### config.mk
export PLATFORM = sky130hd
export DESIGN_NAME = pbit_sweep_scheduler_flat
export DESIGN_NICKNAME = d
export VERILOG_FILES = /design/src/rtl/pbit_sweep_scheduler_pkg.sv /design/src/rtl/pbit_sweep_scheduler_if.sv /design/src/rtl/pbit_sweep_scheduler_color_decoder.sv /design/src/rtl/pbit_sweep_scheduler.sv /design/src/flat_wrapper.sv
export SDC_FILE = /design/constraint.sdc
export NUM_CORES = 1
export LEC_CHECK = 0
export CORE_ASPECT_RATIO = 1.5
export CORE_UTILIZATION = 44
export CTS_CLUSTER_SIZE = 20
export DETAILED_ROUTE_END_ITERATION = 12
export PLACE_DENSITY = 0.76
export SETUP_SLACK_MARGIN = 0.1
export SLEW_MARGIN = 20
export SYNTH_ARGS = -nofsm -noshare
export SYNTH_HDL_FRONTEND = slang
export SYNTH_SLANG_ARGS = --single-unit
### constraint.sdc
create_clock -name clk -period 2.5 [get_ports clk]
set_clock_uncertainty 0.15 [all_clocks]
set_input_delay 0.5 -clock clk [delete_from_list [all_inputs] [get_ports clk]]
set_output_delay 0.5 -clock clk [all_outputs]
set_load 0.02 [all_outputs]
### src/rtl/pbit_sweep_scheduler_pkg.sv
`default_nettype none
// +----------------------------------------------------------------------------+
// | Module   : pbit_sched_pkg                                                  |
// | Brief    : Shared types and helpers for the P-bit sweep scheduler.         |
// | Revision : 1.0  initial release                                            |
// +----------------------------------------------------------------------------+
package pbit_sched_pkg;

    typedef enum logic [2:0] {
        ST_IDLE   = 3'd0,
        ST_SETTLE = 3'd1,
        ST_FIRE   = 3'd2,
        ST_SAMPLE = 3'd3,
        ST_DONE   = 3'd4
    } sched_state_t;

    localparam int C_MAX_COLORS_DEFAULT = 4;
    localparam int C_MAP_W_MAX          = 1024;
    localparam int C_CW_MAX             = 8;

    function automatic bit is_valid_max_colors(input int n);
        return (n >= 2) && ((n & (n - 1)) == 0);
    endfunction

    localparam bit C_MAX_COLORS_OK = is_valid_max_colors(C_MAX_COLORS_DEFAULT);

    // Colour of P-bit idx from a packed map of cw-bit fields, zero-extended.
    function automatic logic [C_CW_MAX-1:0] color_of(
        input logic [C_MAP_W_MAX-1:0] map,
        input int unsigned            idx,
        input int unsigned            cw
    );
        logic [C_CW_MAX-1:0] mask;
        mask = (C_CW_MAX'(1) << cw) - C_CW_MAX'(1);
        return C_CW_MAX'(map >> (idx * cw)) & mask;
    endfunction

endpackage
`default_nettype wire

### src/rtl/pbit_sweep_scheduler_if.sv
`default_nettype none
// +----------------------------------------------------------------------------+
// | Module   : pbit_sweep_scheduler_if                                         |
// | Brief    : Control, configuration and P-bit array signals of the scheduler.|
// | Revision : 1.0  initial release                                            |
// +----------------------------------------------------------------------------+
interface pbit_sweep_scheduler_if #(
    parameter int N_PBITS    = 16,
    parameter int MAX_COLORS = 4,
    parameter int SETTLE_W   = 4,
    parameter int SWEEP_W    = 16
);
    localparam int CW = $clog2(MAX_COLORS);

    logic                  start;
    logic                  stop;
    logic [CW-1:0]         num_colors_m1;
    logic [N_PBITS*CW-1:0] color_map;
    logic [SETTLE_W-1:0]   settle_cycles;
    logic [SWEEP_W-1:0]    num_sweeps;
    logic [N_PBITS-1:0]    m_vec;

    logic [N_PBITS-1:0]    enable;
    logic                  busy;
    logic [N_PBITS-1:0]    sample;
    logic                  sample_valid;
    logic [SWEEP_W-1:0]    sweep_count;
    logic                  done;

    modport master (
        output start, stop, num_colors_m1, color_map, settle_cycles, num_sweeps, m_vec,
        input  enable, busy, sample, sample_valid, sweep_count, done
    );

    modport slave (
        input  start, stop, num_colors_m1, color_map, settle_cycles, num_sweeps, m_vec,
        output enable, busy, sample, sample_valid, sweep_count, done
    );
endinterface
`default_nettype wire

### src/rtl/pbit_sweep_scheduler_color_decoder.sv
`default_nettype none
// +----------------------------------------------------------------------------+
// | Module   : pbit_color_decoder                                              |
// | Brief    : Enables every P-bit whose latched colour matches the firing one.|
// | Revision : 1.0  initial release                                            |
// +----------------------------------------------------------------------------+
module pbit_color_decoder
    import pbit_sched_pkg::*;
#(
    parameter int N_PBITS = 16,
    parameter int CW      = 2
) (
    input  wire [N_PBITS*CW-1:0] i_color_map,
    input  wire [CW-1:0]         i_color,
    input  wire                  i_fire,
    output logic [N_PBITS-1:0]   o_enable
);

    if ((N_PBITS * CW > C_MAP_W_MAX) || (CW > C_CW_MAX)) begin : g_map_too_wide
        $error("colour map exceeds the width supported by color_of");
    end

    logic [C_MAP_W_MAX-1:0] w_map_ext;
    assign w_map_ext = C_MAP_W_MAX'(i_color_map);

    for (genvar gi = 0; gi < N_PBITS; gi++) begin : g_bit
        logic [C_CW_MAX-1:0] w_color;
        assign w_color      = color_of(w_map_ext, gi, CW);
        assign o_enable[gi] = i_fire && (w_color == C_CW_MAX'(i_color));
    end

endmodule
`default_nettype wire

### src/rtl/pbit_sweep_scheduler.sv
`default_nettype none
// +----------------------------------------------------------------------------+
// | Module   : pbit_sweep_scheduler                                            |
// | Brief    : Graph-coloured Gibbs sweep sequencer with per-sweep snapshots.  |
// | Revision : 1.0  initial release                                            |
// +----------------------------------------------------------------------------+
module pbit_sweep_scheduler
    import pbit_sched_pkg::*;
#(
    parameter int N_PBITS    = 16,
    parameter int MAX_COLORS = C_MAX_COLORS_DEFAULT,
    parameter int SETTLE_W   = 4,
    parameter int SWEEP_W    = 16
) (
    input wire                    clk,
    input wire                    reset,
    pbit_sweep_scheduler_if.slave bus
);

    localparam int CW = $clog2(MAX_COLORS);

    if (!is_valid_max_colors(MAX_COLORS)) begin : g_bad_max_colors
        $error("MAX_COLORS must be a power of two and at least 2");
    end

    sched_state_t          r_state;
    sched_state_t          w_state_nxt;
    logic [SETTLE_W-1:0]   r_cnt;
    logic [SETTLE_W-1:0]   w_cnt_nxt;
    logic [CW-1:0]         r_color;
    logic [CW-1:0]         w_color_nxt;

    logic [N_PBITS*CW-1:0] r_cfg_map;
    logic [CW-1:0]         r_cfg_ncm1;
    logic [SETTLE_W-1:0]   r_cfg_settle;
    logic [SWEEP_W-1:0]    r_cfg_sweeps;

    logic                  r_stop_pending;
    logic [SWEEP_W-1:0]    r_sweep_count;
    logic [N_PBITS-1:0]    r_sample;
    logic                  r_sample_valid;

    logic                  w_load_cfg;
    logic                  w_take_sample;
    logic                  w_enter_slot;
    logic                  w_fire;
    logic [SETTLE_W-1:0]   w_settle;
    logic [SWEEP_W-1:0]    w_sweep_inc;

    assign w_sweep_inc = r_sweep_count + SWEEP_W'(1);
    // In IDLE the config registers are not loaded yet, so the first slot uses the live input.
    assign w_settle    = (r_state == ST_IDLE) ? bus.settle_cycles : r_cfg_settle;
    assign w_fire      = (r_state == ST_FIRE);

    always_comb begin
        w_state_nxt   = r_state;
        w_cnt_nxt     = r_cnt;
        w_color_nxt   = r_color;
        w_load_cfg    = 1'b0;
        w_take_sample = 1'b0;
        w_enter_slot  = 1'b0;

        case (r_state)
            ST_IDLE: begin
                if (bus.start) begin
                    w_load_cfg   = 1'b1;
                    w_color_nxt  = '0;
                    w_enter_slot = 1'b1;
                end
            end
            ST_SETTLE: begin
                if (r_cnt == '0) begin
                    w_state_nxt = ST_FIRE;
                end else begin
                    w_cnt_nxt = r_cnt - SETTLE_W'(1);
                end
            end
            ST_FIRE: begin
                if (r_color == r_cfg_ncm1) begin
                    w_state_nxt = ST_SAMPLE;
                end else begin
                    w_color_nxt  = r_color + CW'(1);
                    w_enter_slot = 1'b1;
                end
            end
            ST_SAMPLE: begin
                w_take_sample = 1'b1;
                if (r_stop_pending || bus.stop ||
                    ((r_cfg_sweeps != '0) && (w_sweep_inc == r_cfg_sweeps))) begin
                    w_state_nxt = ST_DONE;
                end else begin
                    w_color_nxt  = '0;
                    w_enter_slot = 1'b1;
                end
            end
            ST_DONE: begin
                w_state_nxt = ST_IDLE;
            end
            default: begin
                w_state_nxt = ST_IDLE;
            end
        endcase

        // A zero settle time skips SETTLE and fires on the very next cycle.
        if (w_enter_slot) begin
            if (w_settle == '0) begin
                w_state_nxt = ST_FIRE;
            end else begin
                w_state_nxt = ST_SETTLE;
                w_cnt_nxt   = w_settle - SETTLE_W'(1);
            end
        end
    end

    always_ff @(posedge clk) begin
        if (reset) begin
            r_state        <= ST_IDLE;
            r_cnt          <= '0;
            r_color        <= '0;
            r_cfg_map      <= '0;
            r_cfg_ncm1     <= '0;
            r_cfg_settle   <= '0;
            r_cfg_sweeps   <= '0;
            r_stop_pending <= 1'b0;
            r_sweep_count  <= '0;
            r_sample       <= '0;
            r_sample_valid <= 1'b0;
        end else begin
            r_state        <= w_state_nxt;
            r_cnt          <= w_cnt_nxt;
            r_color        <= w_color_nxt;
            r_sample_valid <= w_take_sample;

            if (w_load_cfg) begin
                r_cfg_map      <= bus.color_map;
                r_cfg_ncm1     <= bus.num_colors_m1;
                r_cfg_settle   <= bus.settle_cycles;
                r_cfg_sweeps   <= bus.num_sweeps;
                r_sweep_count  <= '0;
                r_stop_pending <= 1'b0;
            end else begin
                if (bus.stop && (r_state != ST_IDLE)) begin
                    r_stop_pending <= 1'b1;
                end
                if (w_take_sample) begin
                    r_sample      <= bus.m_vec;
                    r_sweep_count <= w_sweep_inc;
                end
            end
        end
    end

    pbit_color_decoder #(
        .N_PBITS (N_PBITS),
        .CW      (CW)
    ) u_decoder (
        .i_color_map (r_cfg_map),
        .i_color     (r_color),
        .i_fire      (w_fire),
        .o_enable    (bus.enable)
    );

    assign bus.busy         = (r_state != ST_IDLE);
    assign bus.done         = (r_state == ST_DONE);
    assign bus.sample       = r_sample;
    assign bus.sample_valid = r_sample_valid;
    assign bus.sweep_count  = r_sweep_count;

endmodule
`default_nettype wire

### src/flat_wrapper.sv
// flat-port wrapper written by rule: the top's interface ports become plain ports
module pbit_sweep_scheduler_flat import pbit_sched_pkg::*;
#(
    parameter int N_PBITS    = 16,
    parameter int MAX_COLORS = C_MAX_COLORS_DEFAULT,
    parameter int SETTLE_W   = 4,
    parameter int SWEEP_W    = 16
)
  (clk, reset, bus_start, bus_stop, bus_num_colors_m1, bus_color_map, bus_settle_cycles, bus_num_sweeps, bus_m_vec, bus_enable, bus_busy, bus_sample, bus_sample_valid, bus_sweep_count, bus_done);
  pbit_sweep_scheduler_if #(.N_PBITS(N_PBITS), .MAX_COLORS(MAX_COLORS), .SETTLE_W(SETTLE_W), .SWEEP_W(SWEEP_W)) bus_i ();
  input wire clk;
  input wire reset;
  input wire logic [$bits(bus_i.start)-1:0] bus_start;
  input wire logic [$bits(bus_i.stop)-1:0] bus_stop;
  input wire logic [$bits(bus_i.num_colors_m1)-1:0] bus_num_colors_m1;
  input wire logic [$bits(bus_i.color_map)-1:0] bus_color_map;
  input wire logic [$bits(bus_i.settle_cycles)-1:0] bus_settle_cycles;
  input wire logic [$bits(bus_i.num_sweeps)-1:0] bus_num_sweeps;
  input wire logic [$bits(bus_i.m_vec)-1:0] bus_m_vec;
  output wire logic [$bits(bus_i.enable)-1:0] bus_enable;
  output wire logic [$bits(bus_i.busy)-1:0] bus_busy;
  output wire logic [$bits(bus_i.sample)-1:0] bus_sample;
  output wire logic [$bits(bus_i.sample_valid)-1:0] bus_sample_valid;
  output wire logic [$bits(bus_i.sweep_count)-1:0] bus_sweep_count;
  output wire logic [$bits(bus_i.done)-1:0] bus_done;
  assign bus_i.start = bus_start;
  assign bus_i.stop = bus_stop;
  assign bus_i.num_colors_m1 = bus_num_colors_m1;
  assign bus_i.color_map = bus_color_map;
  assign bus_i.settle_cycles = bus_settle_cycles;
  assign bus_i.num_sweeps = bus_num_sweeps;
  assign bus_i.m_vec = bus_m_vec;
  assign bus_enable = bus_i.enable;
  assign bus_busy = bus_i.busy;
  assign bus_sample = bus_i.sample;
  assign bus_sample_valid = bus_i.sample_valid;
  assign bus_sweep_count = bus_i.sweep_count;
  assign bus_done = bus_i.done;
  pbit_sweep_scheduler #(.N_PBITS(N_PBITS), .MAX_COLORS(MAX_COLORS), .SETTLE_W(SETTLE_W), .SWEEP_W(SWEEP_W)) u_core (.clk(clk), .reset(reset), .bus(bus_i));
endmodule
; Yosys cells after proc, flatten, opt, wreduce, memory -nomap -nowiden
; Index checks and enable logic that the tools add are counted.
[op_classes]
addsub = 4
n_eq_ne = 29
n_mux = 21
bitwise = 1
n_reduce_logical = 30
[ops]
columns = operator, count
row1 = $eq 2x2->1, 17
row2 = $mux 4, 5
row3 = $logic_and 1x1->1, 18
row4 = $add 16x1->16 const B, 1
row5 = $eq 16x16->1, 1
row6 = $reduce_bool 16->1, 1
row7 = $mux 3, 4
row8 = $pmux 3 s4, 1
row9 = $ne 3x1->1 const B, 3
row10 = $logic_not 4->1, 2
row11 = $mux 2, 4
row12 = $reduce_and 4->1, 2
row13 = $sub 4x1->4 const B, 2
row14 = $eq 3x2->1 const B, 2
row15 = $ne 2x2->1 const B, 3
row16 = $pmux 2 s3, 1
row17 = $reduce_bool 3->1, 2
row18 = $mux 1, 5
row19 = $eq 3x1->1 const B, 1
row20 = $eq 3x3->1 const B, 1
row21 = $logic_not 3->1, 1
row22 = $pmux 1 s3, 1
row23 = $add 2x1->2 const B, 1
row24 = $logic_or 1x1->1, 2
row25 = other kinds (4), 4
[totals]
regBits = 97
in_bits = 74
out_inout_bits = 51
wordCells = 96

; Longest topological paths before layout
[logic_depth]
depth_word = 8
depth_mapped = 9
ltp_nobuf = 8

; Modules after synthesis
; Synthesis repeated with hierarchy kept, for this count alone.
[hier_totals]
cells_unflattened = 607
area_unflattened_um2 = 4962.3
[by_module_without_submodules]
columns = mod, instances, cells_per_inst, area_per_inst_um2
row1 = pbit_sweep_scheduler, 1, 554, 4515.6
row2 = pbit_color_decoder, 1, 53, 446.7

; Least setup slack after synthesis
; No wires, ideal clock.
[synth_timing]
kind = register to register
start = reg u_core.r_sweep_count[0] (netlist: u_core.bus.sweep_count[0])
end = reg u_core.r_state[0]
setup_ns = 0.116
arrival_time_ns = 2.532
required_ns = 2.234
setup_slack_ns = -0.298
stages_incl_launch_ff = 10
path_buffers = 1
synth_period_minus_slack_ns = 2.798
path_cell_list = dfxtp_1 ha_1 nand3_1 buf_6 nor4_4 o32ai_2 a2111oi_2 and4_4 nor2_1 o211a_1
[synth_between]
elab_chain_len = 8
[synth_lines]
columns = item, line
row1 = "start, declared", pbit_sweep_scheduler.sv:39  ; logic [SWEEP_W-1:0] r_sweep_count;
row2 = "start signal, assigned", pbit_sweep_scheduler.sv:147  ; r_sweep_count <= w_sweep_inc;
row3 = $add 16x1->16 *, pbit_sweep_scheduler.sv:50  ; assign w_sweep_inc = r_sweep_count + SWEEP_W'(1);
row4 = $eq 16x16->1 *, pbit_sweep_scheduler.sv:89  ; ((r_cfg_sweeps != '0) && (w_sweep_inc == r_cfg_sweeps))) begin
row5 = $logic_and 1x1->1 *, pbit_sweep_scheduler.sv:89
row6 = $logic_or 1x1->1 *, pbit_sweep_scheduler.sv:88  ; if (r_stop_pending || bus.stop ||
row7 = $mux 1, pbit_sweep_scheduler.sv:88
row8 = $pmux 1 s3, pbit_sweep_scheduler.sv:63  ; case (r_state)
row9 = $ne 3x1->1 (no line) / $ne 2x1->1 (equally long branches), --
row10 = $reduce_and 4->1 (no line), --
row11 = "end signal, assigned", pbit_sweep_scheduler.sv:129  ; r_state <= w_state_nxt;
row12 = "end, declared", pbit_sweep_scheduler.sv:26  ; sched_state_t r_state;
; Every way passes the cells marked *; elsewhere a longest branch is shown, timed or not.
; A chain may end at the register's enable or synchronous reset.

; Worst setup path in the final report
[layout_timing]
start = reg u_core.r_sweep_count[1] (netlist: u_core.bus.sweep_count[1])
end = reg u_core.r_color[1]
[layout_between]
elab_chain_len = 6
[layout_lines]
columns = item, line
row1 = $add 16x1->16, pbit_sweep_scheduler.sv:50
row2 = $eq 16x16->1, pbit_sweep_scheduler.sv:89
row3 = $logic_and 1x1->1, pbit_sweep_scheduler.sv:89
row4 = $logic_or 1x1->1, pbit_sweep_scheduler.sv:88
row5 = $ne 2x2->1 (no line), --
row6 = $reduce_and 4->1 (no line), --
row7 = "end signal, assigned", pbit_sweep_scheduler.sv:131  ; r_color <= w_color_nxt;
row8 = "end, declared", pbit_sweep_scheduler.sv:30  ; logic [CW-1:0] r_color;
; No other way between the ends.

==> impl_metrics.yaml <==
die:
  pin_count: 125
  num_rows: 46
  fp.coreArea_mm2: 0.01059
  die_area_mm2: 0.01136
  initial_core_util_pct: 45.40
  die_w_um: 87.36
  die_y_um: 130.0
final_layout:
  finalCoreUtilization_pct: 63.87
  fillers: 931
  area_growth_pct: 40.67
  drive_above_1_share_pct: 15.38
  design_area_mm2: 0.006764
  fin_cells: 898
  n_antenna_cell: 0
  nNetsFinal: 828
synthesis:
  yosysTopAreaCell: "dfxtp_1"
  synthFlopType: "dfxtp_1"
  postSynthAreaPerCell_um2: 7.831
  ys_seq_elements: 97
  synth.top_cell.area_share_pct: 40.39
  yosysMostFrequentCell: "nand2_1"
  synth_cell_types: 58
  yosys-top-cells-area: "dfxtp_1 (40%), nand2_1 (13%), a21oi_1 (8.2%), xor2_1 (8.0%), xnor2_1 (4.9%)"
  synth_edf_count: 0
  synth_commonest_cells: "nand2_1 (168), dfxtp_1 (97), a21oi_1 (79), xor2_1 (44), nor2_1 (32)"
  yosys_warnings: 0
  syn_area_mm2: 0.004808
  async_reset_ff_share_pct: 0
  syn_nets: 691
  postSynthCellCount: 614
  yosysSeqAreaShare_pct: 40.39
setup_path:
  path_delay_family: "simple AND/OR/NAND/NOR gates"
  cp-start-kind: "flop"
  cp_num_buf_inv: 1
  worstPathRequired_ns: 2.57
  r2r_slack_ns: -0.00008
  crit_fanout: 6
  cp_slowest_stage_delay_ns: 0.50
  cpMaxStageDelayCell: "or4_4"
  end_kind: "flop"
  worstPathArrival_ns: 2.57
  r2r_start: "u_core.bus.sweep_count[1]"
  critPathKind: "flop to flop"
  reg2regPathDepth: 8
  r2r_end: "u_core.r_color[1]"
  crit_path_cell_trace: "buf_4 > nand4_4 > or4_4 > o32ai_4 > a2111oi_4 > and4_4 > o311ai_1 > o41ai_1"
routing:
  wl_um: 13310
  drt_pass1_iterations: 4
  drc: 0
  ant_nets: 0
  dr_total_vias: 4715
  drtIter0Drc: 182
  vias_per_cell: 5.251
  routedWlPerCell_um: 14.83
timing:
  setup_ws_ns: -0.00008349
  fmax_mhz: 400.0
  final_hold_viol_count: 0
  setup_viol: 1
  finalCritPeriodShare_pct: 100.0
  holdWs_ns: 0.3040
  tns_ns: -0.00008349
  slew-limit-headroom_pct: 54.38
  rsz0062_at_grt: "true"
  maxSlewViolCount: 0
  tightest_slew_ns: 0.6791
  fin_crit_ns: 2.500
clock_network:
  clock_sinks: 97
  cts_tree: "done"
  cts.htree.levels: 3
  clockRootBuffer: "clkbuf_16"
  cts.clk_slew.worst_paths_ns: 0.07
  insertion_delay_ns: 0.35
  cts_max_path_buffers: 2
  hold_buffers: 0
  cts_buffers: 9
grt:
  grt_max_degree: 56
  grt_util_all_layers_pct: 24.04
  overflow: 0
  grt_pass1_wl_um: 21150
  grt_pass1_vias: 4618
  antenna_found_initial: 0
power:
  p_int_uw: 2616
  power_leakage_uw: 0.002680
  seqPwrFrac_pct: 46.7
  p_per_area_mw_per_mm2: 537.1
  switching_power_uw: 1016
  power.clock.fraction_pct: 34.4
  combPwrFrac_pct: 18.9
  max-vdd-ir-drop_v: 0.0003044
  switching_share_pct: 27.97
placement:
  port_buffers: 124
  placed_area_mm2: 0.006420
  dp_hpwl_um: 9444
  dp.cells: 877
  place.gp.congestion: 0.8812
worst_hold_path:
  hp-class: "flop to flop"
  min_to: "u_core.r_cfg_settle[3]"
  worstHoldPathCells: 2
  hold_start: "u_core.r_cfg_settle[3]"
outcome:
  status: "complete, but fails checks"
  violations: "setup timing"
job:
  maxCapViolations: 0
## sequential cells by signal, summed over array words and instances (netlist names)
signal and count:
u_core.r_cfg_map 32, u_core.bus.sample 16, u_core.r_cfg_ncm1 2, u_core.bus.sweep_count 16
u_core.r_cnt 4, u_core.r_stop_pending 1, u_core.bus.sample_valid 1, u_core.r_state 3
u_core.r_cfg_sweeps 16, u_core.r_color 2, u_core.r_cfg_settle 4
## metrics by stage
| stage | power (uW) | worst slack, ns |
|---|---|---|
| after floorplan | 2129 | 0.05329 |
| after CTS | 3644 | 0.005245 |
| final | 3633 | -0.00008349 |
| after detailed placement | 2411 | -0.02496 |
| after global placement | 2392 | 0.05059 |
| after global routing | 3791 | -0.06230 |
## cells in the final DEF, fill, tap and decap left out, types with 5 or more instances in the layout
cell | netlist | layout
buf_2 | 3 | 15
xnor2_1 | 27 | 27
mux2i_1 | 6 | 6
nand3_1 | 10 | 9
nor3_2 | 1 | 9
xor2_1 | 44 | 43
buf_4 | 0 | 37
clkdlybuf4s50_1 | 0 | 106
inv_1 | 11 | 11
nor3_1 | 26 | 18
clkbuf_16 | 0 | 9
nor2_1 | 32 | 30
dfxtp_2 | 0 | 5
nor4_1 | 6 | 6
a21oi_1 | 79 | 79
nand2_1 | 168 | 167
dfxtp_1 | 97 | 88
nand4_1 | 7 | 7
## kinds of logic after synthesis
logic type               after synthesis  synth area share (%)
AND/OR/NAND/NOR                      279                 26.75
adder cells (fa/ha/maj)                3                0.7807
flip-flops                            97                 40.39
multiplexers                           6                 1.249
XOR/XNOR                              71                 12.93
buffers and inverters                 51                 4.215
AO/OA/AOI/OAI                        107                 13.69
## repair_timing
| action | CTS | global route |
|---|---|---|
| setup buffers | 4 | 2 |
| gates resized for setup | 83 | 19 |
| pin swaps | 9 | 7 |
| endpoints found under the setup margin | 25 | 16 |
| cloned | 0 | 1 |
## worst register-to-register path: stages, from the launching register on
cell and delay [ns]:
dfxtp_4 0.37, buf_4 0.14, nand4_4 0.13, or4_4 0.50, o32ai_4 0.32, a2111oi_4 0.07, and4_4 0.26, o311ai_1 0.31
o41ai_1 0.13
## power groups by stage
| stage | logic (uW) | clock network [uW] | registers [uW] |
|---|---|---|---|
| after floorplan | 414 | 0 | 1710 |
| after global placement | 667 | 0 | 1730 |
| after detailed placement | 681 | 0 | 1730 |
| after CTS | 674 | 1280 | 1690 |
| after global routing | 749 | 1330 | 1710 |
| final | 686 | 1250 | 1700 |
## routing by layer
layer | vias up | GRT usage, % | share of wire [%]
met1 | 2208 | 26.12 | 39
met2 | 152 | 43.93 | 54
met3 | 28 | 3.795 | 3.8
li1 | 2327 | - | -
met5 | - | 0 | 0
met4 | 0 | 13.21 | 2.9
## cell type report
type / instances / area (um2) / area share (%)
inverters: 11 / 41.29 / 0.6104
repair buffers: 165 / 1525 / 22.55
clock buffers: 9 / 225.2 / 3.330
clock inverters: 5 / 32.53 / 0.4809
well taps: 144 / 180.2 / 2.664
multi-input cells: 467 / 2796 / 41.34
flip-flops and latches: 97 / 1963 / 29.02
## worst max path at each step
stage / start / to / slack [ns] / depth (start not counted)
after floorplan: u_core.r_state[1] / bus_enable[0] / 0.05 / 5
after global placement: u_core.bus.sweep_count[1] / u_core.r_state[0] / 0.05 / 9
after detailed placement: u_core.bus.sweep_count[1] / u_core.r_state[0] / -0.02 / 9
after CTS: u_core.bus.sweep_count[1] / u_core.r_state[0] / 0.005 / 9
after global routing: u_core.bus.sweep_count[7] / u_core.r_cnt[2] / -0.06 / 8
final: u_core.bus.sweep_count[1] / u_core.r_color[1] / -0.00008 / 8
Note: power is estimated with default switching activity, not from simulation.
==> RTL change 1 (same settings) <==
Re-encode `sched_state_t` (5 states) as Gray code, 3 bits wide.
--- a/src/rtl/pbit_sweep_scheduler_pkg.sv
+++ b/src/rtl/pbit_sweep_scheduler_pkg.sv
@@ -9,7 +9,7 @@
     typedef enum logic [2:0] {
-        ST_IDLE   = 3'd0,
-        ST_SETTLE = 3'd1,
-        ST_FIRE   = 3'd2,
-        ST_SAMPLE = 3'd3,
-        ST_DONE   = 3'd4
+        ST_IDLE   = 3'b000,
+        ST_SETTLE = 3'b001,
+        ST_FIRE   = 3'b011,
+        ST_SAMPLE = 3'b010,
+        ST_DONE   = 3'b110
     } sched_state_t;
Function: same outputs for any inputs over 10 cycles, from zero or initial values and one cycle with reset high; not proved beyond that.
==> RTL change 1 against the unedited design <==
- the run still ends with setup timing left
- design area is 0.48% higher
- sequential power is 5% higher
- combinational power up 72%
- routed wire length fell by 2.7%
- via count decreased by 1.8%
- global-route usage is 0.34 points higher
- worst hold slack got worse by 0.0025 ns
- area after synthesis down 2.7%
- first-iteration DRC count down 4.4%
- sequential cell count unchanged
- worst setup slack got worse by 0.17 ns
- power rose by 17%
- count of clock-buffer cells in the layout grew 1
- largest power group unchanged
==> RTL change 1: results (changes against the unedited design) <==
stage	metric	value	unit	change
grt	grt_max_degree	55		-1.8%
logic_synthesis	synth_common_cells	157 x nand2_1, 97 x dfxtp_1, 83 x a21oi_1, 44 x xor2_1, 28 x nor2_1		
hold_path	min-delay-start	u_core.bus.sample[4]		
placed_design	dp.cells	873		-0.46%
grt	grt_first_pass_wirelength	21.24	mm	+0.43%
placed_design	place.port_buffers	124		unchanged
clock_network	clk_latency	0.34	ns	
sta	layout_setup_ws	-0.1692	ns	-0.1691 ns
hold_path	hp-class	flip-flop to flip-flop		
finish	largest_reg_flops	32		unchanged
drt	wl	12.95	mm	-2.7%
finish	drive_gt1_share	18.70	%	+3.3 points
grt	antenna_found_initial	0		unchanged
logic_synthesis	yosysSeqAreaShare	41.52	%	+1.1 points
clock_network	cts-root-buf	clkbuf_16		
critical_path	critical_path.startpoint	u_core.bus.sweep_count[8]		
finish	final_nets	826		-0.24%
sta	setup_viol	9		+8
clock_network	htree_levels	3		unchanged
drt	drt_first_pass_iters	4		unchanged
pwr	p_int	2.907	mW	+11%
finish	fillCellCount	890		-4.4%
pwr	leakagePower	2.716	nW	+1.4%
status	violations	setup timing		
logic_synthesis	synth_edf_count	0		unchanged
drt	drt_iter0_markers	174		-4.4%
grt	grt_pass1_vias	4615		-0.065%
critical_path	critPathMaxFanout	6		unchanged
finish	antenna_cells	0		unchanged
critical_path	cp.arrival	2.74	ns	+0.17 ns
placed_design	hpwl	9.416	mm	-0.30%
placed_design	gp_congestion	0.9151		+3.8%
clock_network	clock_path_buffers	2		unchanged
logic_synthesis	async_flop_share	0	%	unchanged
drt	vias_per_cell	5.175		-1.4%
clock_network	clk_pin_slew_worst_paths	0.07	ns	about the same
status	status	finished with violations		
logic_synthesis	netlist_instances	594		-3.3%
finish	top_register	u_core.r_cfg_map		
logic_synthesis	ys.flop_type	dfxtp_1		
logic_synthesis	synth.distinct_cells	52		-10%
logic_synthesis	synth.area.top_cells	dfxtp_1 42%, nand2_1 13%, a21oi_1 8.9%		
logic_synthesis	synth_fp_nets	671		-2.9%
sta	setup_tns	-0.9153	ns	-0.9152 ns
pwr	ir_drop	353.1	uV	+16%
grt	grt_usage	24.38	%	+0.34 points
clock_network	cts_made_buffers	9		unchanged
sta	worst_slew_pin_slew	0.5378	ns	-0.1413 ns
drt	wl_per_cell	14.47	um	-2.4%
logic_synthesis	ys_warn_count	0		unchanged
## RTL change 1: final cells by class
cell class	instances	area, um^2	share of cell area [%]
clock inverter	6	43.79	0.6443
inverter	8	30.03	0.4418
tap	141	176.4	2.596
timing repair buffer	180	1624	23.90
clock buffer	10	229.0	3.369
sequential	97	1967	28.94
multi-input combinational	453	2726	40.11
## RTL change 1: worst paths after layout
kind                                              to  slack, ns  depth (start not counted)
worst max-delay path                 u_core.r_cnt[1]      -0.17                          8
worst min-delay path            u_core.bus.sample[4]       0.30                          2
worst max register to register       u_core.r_cnt[1]      -0.17                          8
worst min register to register  u_core.bus.sample[4]       0.30                          2
## RTL change 1: repair_timing
action / CTS / global route
endpoints found under the hold margin: 0 / 0
endpoints found under the setup margin: 26 / 22
setup buffers: 5 / 1
resized for setup: 52 / 45
pin swaps: 22 / 13
## RTL change 1: stage by stage
| stage | hold WS [ns] | power (mW) | worst slack [ns] | cell area (um^2) |
|---|---|---|---|---|
| final | 0.3015 | 4.248 | -0.1692 | 6797 |
| after global routing | 0.3288 | 4.468 | -0.2726 | 6797 |
| after CTS | 0.3067 | 4.214 | -0.1386 | 6714 |
| after detailed placement | 0.2977 | 2.916 | -0.3242 | 6325 |
| after global placement | 0.2918 | 2.884 | -0.2553 | 6325 |
| after floorplan | 0.2832 | 2.491 | -0.2213 | 4696 |
## RTL change 1: cells by family after synthesis
group / synth area share [%]
AND/OR/NAND/NOR: 25.31
adder cells (fa/ha/maj): 0.8027
AO/OA/AOI/OAI: 13.88
buffers and inverters: 4.387
flip-flops: 41.52
XOR/XNOR: 12.55
multiplexers: 1.552
## RTL change 1: power by group through the flow
stage          clock [mW]  sequential (mW)  combinational (mW)
6_report             1.28             1.79                1.18
5_1_grt              1.36             1.81                1.30
4_1_cts              1.30             1.79                1.12
3_5_place_dp            0             1.83                1.09
3_3_place_gp            0             1.82                1.07
2_1_floorplan           0             1.82               0.667
## RTL change 1: critical path: stages (launching register included)
cell and delay [ns]:
dfxtp_4 0.37, nand4_1 0.17, or4_4 0.58, o21ai_2 0.13, a21oi_1 0.08, o22a_2 0.21, or4_4 0.61, a31oi_4 0.20
a211oi_2 0.05
## RTL change 1: per-layer routing
layer  global-route usage [%]  up-vias  part of all wire, %
met2                    44.44      116                   53
met4                    12.84        0                  4.0
met3                    3.735       37                  3.7
met1                    26.77     2171                   40
met5                        0        -                    0
li1                         -     2308                    -
==> RTL change 2 (same flow settings) <==
Without the edit above. `SWEEP_W` is set to 16 in 3 places; all go to 12.
--- a/src/rtl/pbit_sweep_scheduler_if.sv
+++ b/src/rtl/pbit_sweep_scheduler_if.sv
@@ -10,3 +10,3 @@
     parameter int SETTLE_W   = 4,
-    parameter int SWEEP_W    = 16
+    parameter int SWEEP_W    = 12
 );
--- a/src/rtl/pbit_sweep_scheduler.sv
+++ b/src/rtl/pbit_sweep_scheduler.sv
@@ -12,3 +12,3 @@
     parameter int SETTLE_W   = 4,
-    parameter int SWEEP_W    = 16
+    parameter int SWEEP_W    = 12
 ) (
--- a/src/flat_wrapper.sv
+++ b/src/flat_wrapper.sv
@@ -6,3 +6,3 @@
     parameter int SETTLE_W   = 4,
-    parameter int SWEEP_W    = 16
+    parameter int SWEEP_W    = 12
 )
Ports: changed (resized bus_num_sweeps and bus_sweep_count); port bits go from 125 to 117. No check against the original RTL was run, so the function may have changed too.
==> RTL change 2 against the unedited design <==
- combinational power is 9.6% lower
- largest cell class unchanged
- critical endpoint is now u_core.r_cnt[3]
- routed wire length fell by 13%
- global-route usage decreased by 0.50 points
- worst hold slack better by 0.00080 ns
- core utilization up 0.67 points
- clock power up 18%
- worst setup slack improved by 0.083 ns
- sequential cell count fell by 8
- design area fell by 11%
- area after synthesis fell by 11%
- largest power group unchanged
- power increased by 0.85%
==> RTL change 2: results (changes against the unedited design) <==
stage	metric	value	unit	change
status	status	completed		
drt	drt_first_pass_iters	5		+1
pwr	p_int	2.741	mW	+4.8%
logic_synthesis	yosysSeqAreaShare	41.42	%	+1.0 points
critical_path	cp.arrival	2.47	ns	-0.10 ns
finish	drive_gt1_share	13.11	%	-2.3 points
clock_network	htree_levels	3		unchanged
grt	antenna_found_initial	0		unchanged
clock_network	cts-root-buf	clkbuf_16		
finish	top_register	u_core.r_cfg_map		
hold_path	hp-class	flip-flop to flip-flop		
drt	wl_per_cell	14.83	um	about the same
placed_design	postPlaceCellArea	5725	um^2	-11%
critical_path	critPathMaxFanout	7		+1
logic_synthesis	synth_common_cells	144 x nand2_1, 89 x dfxtp_1, 71 x a21oi_1, 40 x xor2_1, 28 x clkbuf_1		
grt	grt_first_pass_wirelength	18.32	mm	-13%
placed_design	post-place-ws	-0.01863	ns	+0.006325 ns
finish	antenna_cells	0		unchanged
placed_design	place.port_buffers	116		-6.5%
grt	grt_pass1_vias	3999		-13%
grt	grt_usage	23.54	%	-0.50 points
critical_path	critical_path.startpoint	u_core.bus.sweep_count[0]		
finish	largest_reg_flops	32		unchanged
clock_network	clk_pin_slew_worst_paths	0.06	ns	
sta	relSlewSlack	58.99	%	+4.6 points
placed_design	gp_congestion	0.9079		+3.0%
placed_design	hpwl	8.214	mm	-13%
drt	vias	4171		-12%
logic_synthesis	synth_fp_nets	617		-11%
hold_path	min-delay-start	u_core.bus.sample[5]		
clock_network	cts_made_buffers	9		unchanged
drt	drt_iter0_markers	173		-4.9%
pwr	ir_drop	424.8	uV	+40%
clock_network	clock_path_buffers	2		unchanged
finish	final_nets	739		-11%
logic_synthesis	synth_area_leader_cell	dfxtp_1		
logic_synthesis	async_flop_share	0	%	unchanged
grt	grt_max_degree	44		-21%
finish	fillCellCount	837		-10%
logic_synthesis	synth.distinct_cells	53		-8.6%
flow_run	maxCapViolCount	0		unchanged
logic_synthesis	synth.area.top_cells	dfxtp_1 41%, nand2_1 13%, a21oi_1 8.3%		
pwr	leakagePower	2.453	nW	-8.5%
logic_synthesis	ys_warn_count	0		unchanged
clock_network	clk_latency	0.33	ns	-0.02 ns
==> RTL change 2: changes by cell type after synthesis, moves of 4 or more <==
cell / delta
xor2_1: -4
nor2_1: -13
dfxtp_1: -8
buf_1: -4
xnor2_1: -8
nand2_1: -24
a21oi_1: -8
inv_1: -4
==> RTL change 2: repair_timing <==
item                       4_1_cts  5_1_grt
buffers inserted                 2        0
pin swaps                        3        8
resized for setup               83       14
hold buffers                     0        0
setup endpoints to repair       26       12
==> RTL change 2: layer usage <==
metal / share of wire, % / global-route usage [%] / vias up / wire (um)
li1: - / - / 2073 / -
met1: 39 / 25.54 / 1938 / 4537
met2: 54 / 42.57 / 132 / 6312
met3: 3.6 / 4.871 / 28 / 414
met4: 3.0 / 10.67 / 0 / 347
met5: 0 / 0 / - / 0
==> RTL change 2: final cells by class <==
type                            instances  area [um^2]  share of cell area (%)
Timing Repair Buffer                  152         1385                   22.92
Tap cell                              112        140.1                   2.319
Sequential cell                        89         1793                   29.67
Inverter                                7        26.28                  0.4349
Clock inverter                          3        71.32                   1.180
Multi-Input combinational cell        407         2366                   39.16
Clock buffer                           13        260.3                   4.307
==> RTL change 2: per-stage QoR <==
| stage | std cells | hold WS (ns) |
|---|---|---|
| 2_1_floorplan | 544 | 0.2818 |
| 3_3_place_gp | 765 | 0.2913 |
| 3_5_place_dp | 765 | 0.2985 |
| 4_1_cts | 783 | 0.3065 |
| 5_1_grt | 783 | 0.3243 |
| 6_report | 783 | 0.3048 |
==> RTL change 2: power groups by stage <==
stage,Clock (mW),Sequential [mW],Combinational [mW]
detailed placement,0,1.59,0.620
floorplan,0,1.58,0.366
global placement,0,1.59,0.609
global route,1.56,1.57,0.687
CTS,1.51,1.56,0.616
finish,1.48,1.56,0.620
==> RTL change 2: final timing paths <==
| check | endpoint | slack (ns) | depth (start not counted) |
|---|---|---|---|
| hold / removal | u_core.bus.sample[5] | 0.30 | 2 |
| setup / recovery | u_core.r_cnt[3] | 0.08 | 8 |
| setup reg to reg | u_core.r_cnt[3] | 0.08 | 8 |
| hold reg to reg | u_core.bus.sample[5] | 0.30 | 2 |
==> RTL change 2: critical path, cell delays in order (launching register included) <==
cell,delay [ns]
dfxtp_4,0.35
ha_4,0.24
xor2_1,0.16
a31oi_1,0.15
nand4_1,0.12
a2111o_1,0.41
o21a_4,0.25
a221oi_1,0.36
a311oi_1,0.09
==> RTL change 2: logic make-up (layout without fill, tap and decap cells) <==
family          count (synthesis)  after routing  synth area share (%)
simple gates                  235            235                 24.75
compound gates                104            104                 14.22
flops                          89             89                 41.42
xor+xnor                       60             60                 12.57
buf+inv                        48            175                 4.974
mux                             5              5                 1.193
fa+ha+maj                       3              3                0.8727
